==> src/rtl/mem_stage.sv <==
// Memory stage: registers the EX bundle, runs the Dcache request/response
// handshake for loads and stores, aligns store lanes, formats load data and
// emits one registered writeback pulse per retired instruction.
//
// Dcache handshake: mem_dc_req_o is a valid held high, with address, write
// flag, data and strobes frozen, until the cycle dc_gnt_i is seen with it.
// The response arrives later as a single-cycle dc_rvalid_i. A dc_rvalid_i
// that arrives while no access has been granted is stale and is ignored.
// The one exception is a dc_rvalid_i in the grant cycle itself, which
// completes the access.
module mem_stage #(
  parameter int TIMEOUT_CYCLES = 64
) (
  input  logic        clk,
  input  logic        rst,
  input  logic        ex_valid_i,
  input  logic [31:0] ex_reg_wdata_i,
  input  logic [4:0]  ex_reg_waddr_i,
  input  logic        ex_reg_we_i,
  input  logic [31:0] ex_csr_wdata_i,
  input  logic [11:0] ex_csr_waddr_i,
  input  logic        ex_csr_we_i,
  input  logic        ex_mtype_i,
  input  logic        ex_mem_rw_i,
  input  logic [1:0]  ex_mem_width_i,
  input  logic        ex_mem_rdtype_i,
  input  logic [31:0] ex_mem_wr_data_i,
  input  logic        fc_flush_mem_i,
  output logic        mem_stall_req_o,
  output logic        mem_dc_req_o,
  output logic        mem_dc_we_o,
  output logic [31:0] mem_dc_addr_o,
  output logic [31:0] mem_dc_wdata_o,
  output logic [3:0]  mem_dc_wstrb_o,
  input  logic        dc_gnt_i,
  input  logic        dc_rvalid_i,
  input  logic [31:0] dc_rdata_i,
  output logic        mem_wb_valid_o,
  output logic [31:0] mem_reg_wdata_o,
  output logic [4:0]  mem_reg_waddr_o,
  output logic        mem_reg_we_o,
  output logic [31:0] mem_csr_wdata_o,
  output logic [11:0] mem_csr_waddr_o,
  output logic        mem_csr_we_o,
  output logic        mem_misalign_o,
  output logic        mem_bus_err_o
);

  localparam int CW = $clog2(TIMEOUT_CYCLES);
  localparam logic [CW-1:0] CNT_LAST = CW'(TIMEOUT_CYCLES - 1);

  typedef enum logic [1:0] {
    S_IDLE = 2'd0,
    S_REQ  = 2'd1,
    S_WAIT = 2'd2
  } state_t;

  // FSM state; visible hierarchically for checkers.
  state_t        state;
  logic [CW-1:0] cnt;
  logic          kill;

  // Fields of the captured memory op, used when it retires.
  logic [4:0]    reg_waddr_q;
  logic          reg_we_q;
  logic [31:0]   csr_wdata_q;
  logic [11:0]   csr_waddr_q;
  logic          csr_we_q;
  logic          rw_q;
  logic [1:0]    width_q;
  logic          rdtype_q;
  logic [1:0]    off_q;

  logic          capture;
  logic          misalign_c;
  logic [1:0]    off_c;
  logic [31:0]   wdata_c;
  logic [3:0]    wstrb_c;
  logic [31:0]   shifted;
  logic [31:0]   load_data;
  logic          retire;
  logic          kill_now;

  // Capture qualification and the store-lane and misalignment decode of the EX bundle.
  always_comb begin
    capture    = ex_valid_i && !mem_stall_req_o && !fc_flush_mem_i;
    off_c      = ex_reg_wdata_i[1:0];
    misalign_c = (ex_mem_width_i == 2'b11) ||
                 ((ex_mem_width_i == 2'b01) && off_c[0]) ||
                 ((ex_mem_width_i == 2'b10) && (off_c != 2'b00));
    wdata_c    = ex_mem_wr_data_i;
    wstrb_c    = 4'b1111;
    case (ex_mem_width_i)
      2'b00: begin
        wdata_c = {4{ex_mem_wr_data_i[7:0]}};
        wstrb_c = 4'b0001 << off_c;
      end
      2'b01: begin
        wdata_c = {2{ex_mem_wr_data_i[15:0]}};
        wstrb_c = 4'b0011 << off_c;
      end
      default: begin
        wdata_c = ex_mem_wr_data_i;
        wstrb_c = 4'b1111;
      end
    endcase
  end

  // Load extraction and extension, plus the completion and kill decode.
  always_comb begin
    shifted = dc_rdata_i >> {off_q, 3'b000};
    case (width_q)
      2'b00:   load_data = rdtype_q ? {24'h0, shifted[7:0]} : {{24{shifted[7]}}, shifted[7:0]};
      2'b01:   load_data = rdtype_q ? {16'h0, shifted[15:0]} : {{16{shifted[15]}}, shifted[15:0]};
      default: load_data = shifted;
    endcase
    // A flush in the completing cycle also kills the writeback.
    kill_now = kill || fc_flush_mem_i;
    retire   = ((state == S_REQ) && dc_gnt_i && dc_rvalid_i) ||
               ((state == S_WAIT) && dc_rvalid_i);
  end

  // Pipeline register and Dcache FSM with registered outputs.
  always_ff @(posedge clk) begin
    if (rst) begin
      state           <= S_IDLE;
      cnt             <= '0;
      kill            <= 1'b0;
      reg_waddr_q     <= '0;
      reg_we_q        <= 1'b0;
      csr_wdata_q     <= '0;
      csr_waddr_q     <= '0;
      csr_we_q        <= 1'b0;
      rw_q            <= 1'b0;
      width_q         <= '0;
      rdtype_q        <= 1'b0;
      off_q           <= '0;
      mem_stall_req_o <= 1'b0;
      mem_dc_req_o    <= 1'b0;
      mem_dc_we_o     <= 1'b0;
      mem_dc_addr_o   <= '0;
      mem_dc_wdata_o  <= '0;
      mem_dc_wstrb_o  <= '0;
      mem_wb_valid_o  <= 1'b0;
      mem_reg_wdata_o <= '0;
      mem_reg_waddr_o <= '0;
      mem_reg_we_o    <= 1'b0;
      mem_csr_wdata_o <= '0;
      mem_csr_waddr_o <= '0;
      mem_csr_we_o    <= 1'b0;
      mem_misalign_o  <= 1'b0;
      mem_bus_err_o   <= 1'b0;
    end else begin
      // Pulses and write enables are only ever high for one cycle.
      mem_wb_valid_o <= 1'b0;
      mem_misalign_o <= 1'b0;
      mem_bus_err_o  <= 1'b0;
      mem_reg_we_o   <= 1'b0;
      mem_csr_we_o   <= 1'b0;
      if (retire) begin
        state           <= S_IDLE;
        mem_stall_req_o <= 1'b0;
        mem_dc_req_o    <= 1'b0;
        kill            <= 1'b0;
        cnt             <= '0;
        if (!kill_now) begin
          mem_wb_valid_o  <= 1'b1;
          mem_reg_wdata_o <= rw_q ? 32'h0 : load_data;
          mem_reg_waddr_o <= reg_waddr_q;
          mem_reg_we_o    <= reg_we_q && !rw_q;
          mem_csr_wdata_o <= csr_wdata_q;
          mem_csr_waddr_o <= csr_waddr_q;
          mem_csr_we_o    <= csr_we_q;
        end
      end else begin
        case (state)
          S_IDLE: begin
            if (capture) begin
              reg_waddr_q <= ex_reg_waddr_i;
              reg_we_q    <= ex_reg_we_i;
              csr_wdata_q <= ex_csr_wdata_i;
              csr_waddr_q <= ex_csr_waddr_i;
              csr_we_q    <= ex_csr_we_i;
              rw_q        <= ex_mem_rw_i;
              width_q     <= ex_mem_width_i;
              rdtype_q    <= ex_mem_rdtype_i;
              off_q       <= off_c;
              if (!ex_mtype_i || misalign_c) begin
                // Retires next cycle without touching the Dcache.
                mem_wb_valid_o  <= 1'b1;
                mem_misalign_o  <= ex_mtype_i;
                mem_reg_wdata_o <= ex_reg_wdata_i;
                mem_reg_waddr_o <= ex_reg_waddr_i;
                mem_reg_we_o    <= ex_reg_we_i && !ex_mtype_i;
                mem_csr_wdata_o <= ex_csr_wdata_i;
                mem_csr_waddr_o <= ex_csr_waddr_i;
                mem_csr_we_o    <= ex_csr_we_i && !ex_mtype_i;
              end else begin
                state           <= S_REQ;
                mem_stall_req_o <= 1'b1;
                kill            <= 1'b0;
                mem_dc_req_o    <= 1'b1;
                mem_dc_we_o     <= ex_mem_rw_i;
                mem_dc_addr_o   <= {ex_reg_wdata_i[31:2], 2'b00};
                mem_dc_wdata_o  <= wdata_c;
                mem_dc_wstrb_o  <= wstrb_c;
              end
            end
          end
          S_REQ: begin
            if (dc_gnt_i) begin
              // Once granted the access must drain, so a flush only marks it killed.
              state        <= S_WAIT;
              mem_dc_req_o <= 1'b0;
              cnt          <= '0;
              kill         <= fc_flush_mem_i;
            end else if (fc_flush_mem_i) begin
              state           <= S_IDLE;
              mem_dc_req_o    <= 1'b0;
              mem_stall_req_o <= 1'b0;
            end
          end
          S_WAIT: begin
            if (cnt == CNT_LAST) begin
              state           <= S_IDLE;
              mem_stall_req_o <= 1'b0;
              mem_bus_err_o   <= !kill_now;
              kill            <= 1'b0;
              cnt             <= '0;
            end else begin
              cnt <= cnt + 1'b1;
              if (fc_flush_mem_i) kill <= 1'b1;
            end
          end
          default: begin
            state           <= S_IDLE;
            mem_stall_req_o <= 1'b0;
            mem_dc_req_o    <= 1'b0;
          end
        endcase
      end
    end
  end

endmodule
==> config.mk <==
export PLATFORM = sky130hd
export DESIGN_NAME = mem_stage
export DESIGN_NICKNAME = d
export VERILOG_FILES = /design/src/rtl/mem_stage.sv
export SDC_FILE = /design/constraint.sdc
export NUM_CORES = 1
export LEC_CHECK = 0
export ABC_AREA = 1
export BUFFER_PORTS_ARGS = -buffer_cell sky130_fd_sc_hd__buf_4
export CORE_MARGIN = 8
export CORE_UTILIZATION = 40
export DETAILED_ROUTE_END_ITERATION = 8
export GPL_TIMING_DRIVEN = 0
export PLACE_DENSITY = 0.74
export SLEW_MARGIN = 20
export SYNTH_ARGS = -nofsm -noshare
export SYNTH_HDL_FRONTEND = slang
export SYNTH_SLANG_ARGS = --single-unit
export TNS_END_PERCENT = 1
==> constraint.sdc <==
create_clock -name clk -period 1.8 [get_ports clk]
set_input_delay 0.18 -clock clk [delete_from_list [all_inputs] [get_ports clk]]
set_output_delay 0.18 -clock clk [all_outputs]
set_load 0.01 [all_outputs]
==> impl_metrics.yaml <==
setup_path:
  cp-end-kind: "flip-flop"
  crit_cells: 13
  crit_arrival_ns: 2.31
  start_kind: "flip-flop"
  cp_num_buf_inv: 5
  cp_slowest_cell: "dfxtp_4"
  crit_path_max_fanout: 10
  worstPathRequired_ns: 2.22
  r2r_cells: 13
  cp_common_cell: "nand2_8"
  worstPathCellList: "inv_4 > ha_4 > nand2_4 > nand2_8 > nor2_4 > buf_6 > nand2_8 > nand2_8 > inv_2 > buf_6 > buf_8 > nor2_1 > nor2_1"
  max_stage_delay_ns: 0.39
  path_delay_family: "simple AND/OR/NAND/NOR gates"
  critical_path_class: "flip-flop to flip-flop"
clock_network:
  cts.sinks: 221
  clk_latency_ns: 0.53
  cts_buffers: 25
  cts.path.max_buffers: 3
  clk_pin_slew_ns: 0.06
  cts_root_buf: "clkbuf_16"
  cts_tree: "done"
  ctsHtreeMaxLevel: 1
layout:
  fin_area_mm2: 0.01512
  drive_gt1_share_pct: 24.29
  final_nets: 2057
  area_growth_pct: 51.68
  n_antenna_cell: 0
die:
  pin_count: 315
  dieArea_mm2: 0.03023
  start_util_pct: 40.86
  fp.dieH_um: 173.9
  core-area_mm2: 0.02439
  fp.dieW_um: 173.9
  rows: 57
yosys:
  yosysUniqueCellTypes: 35
  synth.most_common_cell: "nor2_1"
  yosysSeqAreaShare_pct: 44.39
  synth_edf_count: 0
  ys_ff_latch: 221
  yosysWarnings: 0
  async_flop_share_pct: 0
  synth_top_cells_by_count: "228 x nor2_1, 221 x dfxtp_1, 215 x o21ai_0"
  synth_ff_type: "dfxtp_1"
  postSynthCellCount: 1429
  synth_top_area_share_pct: 44.39
  synth_area_leaders: "dfxtp_1 44%, o21ai_0 11%, a21oi_1 8.6%"
  synth_area_per_cell_um2: 6.975
  synth.largest_area_cell: "dfxtp_1"
  netlist_area_mm2: 0.009967
drt:
  detail_route.wl_per_cell_um: 18.30
  drt-total-wl_um: 40890
  drt_first_pass_iters: 5
  wl_met3_um: 3193
  wl_met1_um: 16940
  top_layer_used: "met4"
  drtIter0Drc: 944
  avgViaCountPerCell: 5.161
  antenna_left: 0
  wl_met2_um: 19170
  route.detailed.drc: 0
  vias: 11530
sta:
  setup_viol: 80
  hold_viol: 0
  worst_slew_pin_slew_ns: 0.9150
  holdWs_ns: 0.01098
  fin_skew_ns: 0.01283
  rsz0062_at_grt: "true"
  finalCriticalPeriod_ns: 1.891
  slew_viol_final: 0
  fin_ws_ns: -0.09051
  period_share_pct: 105.0
  fmax_ghz: 0.5290
  slew_headroom_pct: 38.78
power:
  ir_worst_vdd_mv: 0.7848
  p_per_area_mw_per_mm2: 893.1
  power.leakage_nw: 7.039
worst_hold_path:
  hold_path_depth: 5
  hp-class: "input pin to flip-flop"
global_route:
  grt_usage_pct: 25.46
  antenna_found_initial: 0
  gr-total-overflow: 0
  grt_max_degree: 14
  grt_pass1_wl_um: 63000
  grt_pass1_vias: 11530
outcome:
  run_status: "finished, violations left"
  failed_checks: "setup timing"
place:
  pre_cts_ws_ns: -0.4033
  gp_congestion: 0.9506
  port_buffers: 311
  dpl.hpwl_um: 29550
  placed_cell_area_mm2: 0.01271
run:
  drv_cap: 0
## flip-flops by register name (all words and copies together) (netlist names), 2 cells and up
name / cells
mem_dc_wdata_o: 32
reg_waddr_q: 5
mem_dc_wstrb_o: 4
csr_waddr_q: 12
csr_wdata_q: 32
state: 2
mem_dc_addr_o: 30
mem_reg_wdata_o: 32
mem_csr_waddr_o: 12
mem_csr_wdata_o: 32
width_q: 2
mem_reg_waddr_o: 5
cnt: 6
off_q: 2
## tightest hold or removal path: stages
cell	delay [ns]
buf_4	0.08
nand2_1	0.05
o21ai_0	0.07
nor2_1	0.05
nor2_1	0.08
## cell type report
cell class,instances,area [um2]
inverters,125,483.0
clock inverters,9,148.9
multi-input cells,985,4669
plain buffers,99,628.1
fillers,2184,9273
flip-flops and latches,221,4432
repair buffers,437,3652
well taps,324,405.4
clock buffers,34,699.4
## layer usage
| metal | vias up | track usage, % |
|---|---|---|
| li1 | 5607 | - |
| met1 | 5327 | 30.63 |
| met2 | 494 | 42.92 |
| met3 | 102 | 6.230 |
| met4 | 0 | 10.19 |
| met5 | - | 0 |
## repair_timing
action,4_1_cts,5_1_grt
resized for setup,48,32
endpoints found under the setup margin,211,187
cloned,2,3
buffers inserted,8,1
hold endpoints to repair,127,0
hold buffers,113,0
pin swaps,8,3
## power by group
part | total [mW] | internal [mW] | switching [mW]
clock network | 5.38 | 3.28 | 2.10
registers | 5.44 | 5.25 | 0.183
logic | 2.69 | 1.20 | 1.49
total | 13.5 | 9.73 | 3.77
## kinds of logic (layout without fill, tap and decap cells)
family / count (synthesis) / after routing / share of synthesized area [%]
buffers and inverters: 224 / 704 / 10.19
adders and majority gates: 5 / 5 / 0.6277
xor gates and xnor gates: 2 / 2 / 0.1758
and+or+nand+nor: 506 / 506 / 20.81
DFF: 221 / 221 / 44.39
other: 1 / 2 / 0.03762
AOI/OAI and AO/OA: 470 / 470 / 23.76
## cells in the final DEF, fill, tap and decap left out, types with 6 or more instances in the layout
master         Yosys  layout
buf_6              8       7
clkbuf_1          53      44
buf_2             27      18
nor2_2             0      12
buf_12             0       6
a21oi_1          172     170
inv_1            114     112
dfxtp_1          221     219
nand2_1          200     198
o21ai_0          215     214
clkbuf_16          0      28
clkbuf_2           0      11
inv_2              6       6
o21ai_1           78      79
buf_4              3     326
dlygate4sd3_1      0     113
nor2_1           228     216
nand3_1           60      60
## final timing paths
check                                                   from                               end  slack [ns]
worst max register to register         state[0]$_SDFFE_PP0P_  mem_csr_wdata_o[28]$_SDFFE_PP0P_       -0.09
worst min-delay path                    ex_mem_wr_data_i[21]   mem_dc_wdata_o[21]$_SDFFE_PP0P_        0.01
worst min register to register  csr_wdata_q[10]$_SDFFE_PP0P_      csr_wdata_q[10]$_SDFFE_PP0P_        0.44
worst max-delay path                   state[0]$_SDFFE_PP0P_  mem_csr_wdata_o[28]$_SDFFE_PP0P_       -0.09
## through the flow
| stage | setup TNS, ns | power [mW] | cells | utilization, % |
|---|---|---|---|---|
| after floorplan | -0.3870 | 6.722 | 1430 | - |
| after global placement | -56.52 | 7.839 | 2065 | 52.11 |
| after detailed placement | -64.27 | 7.868 | 2065 | 52.11 |
| after CTS | -2.626 | 13.47 | 2231 | 61.38 |
| after global routing | -16.75 | 14.02 | 2234 | 61.98 |
| final | -2.565 | 13.50 | 2234 | 61.98 |
(Power assumes the default switching activity.)
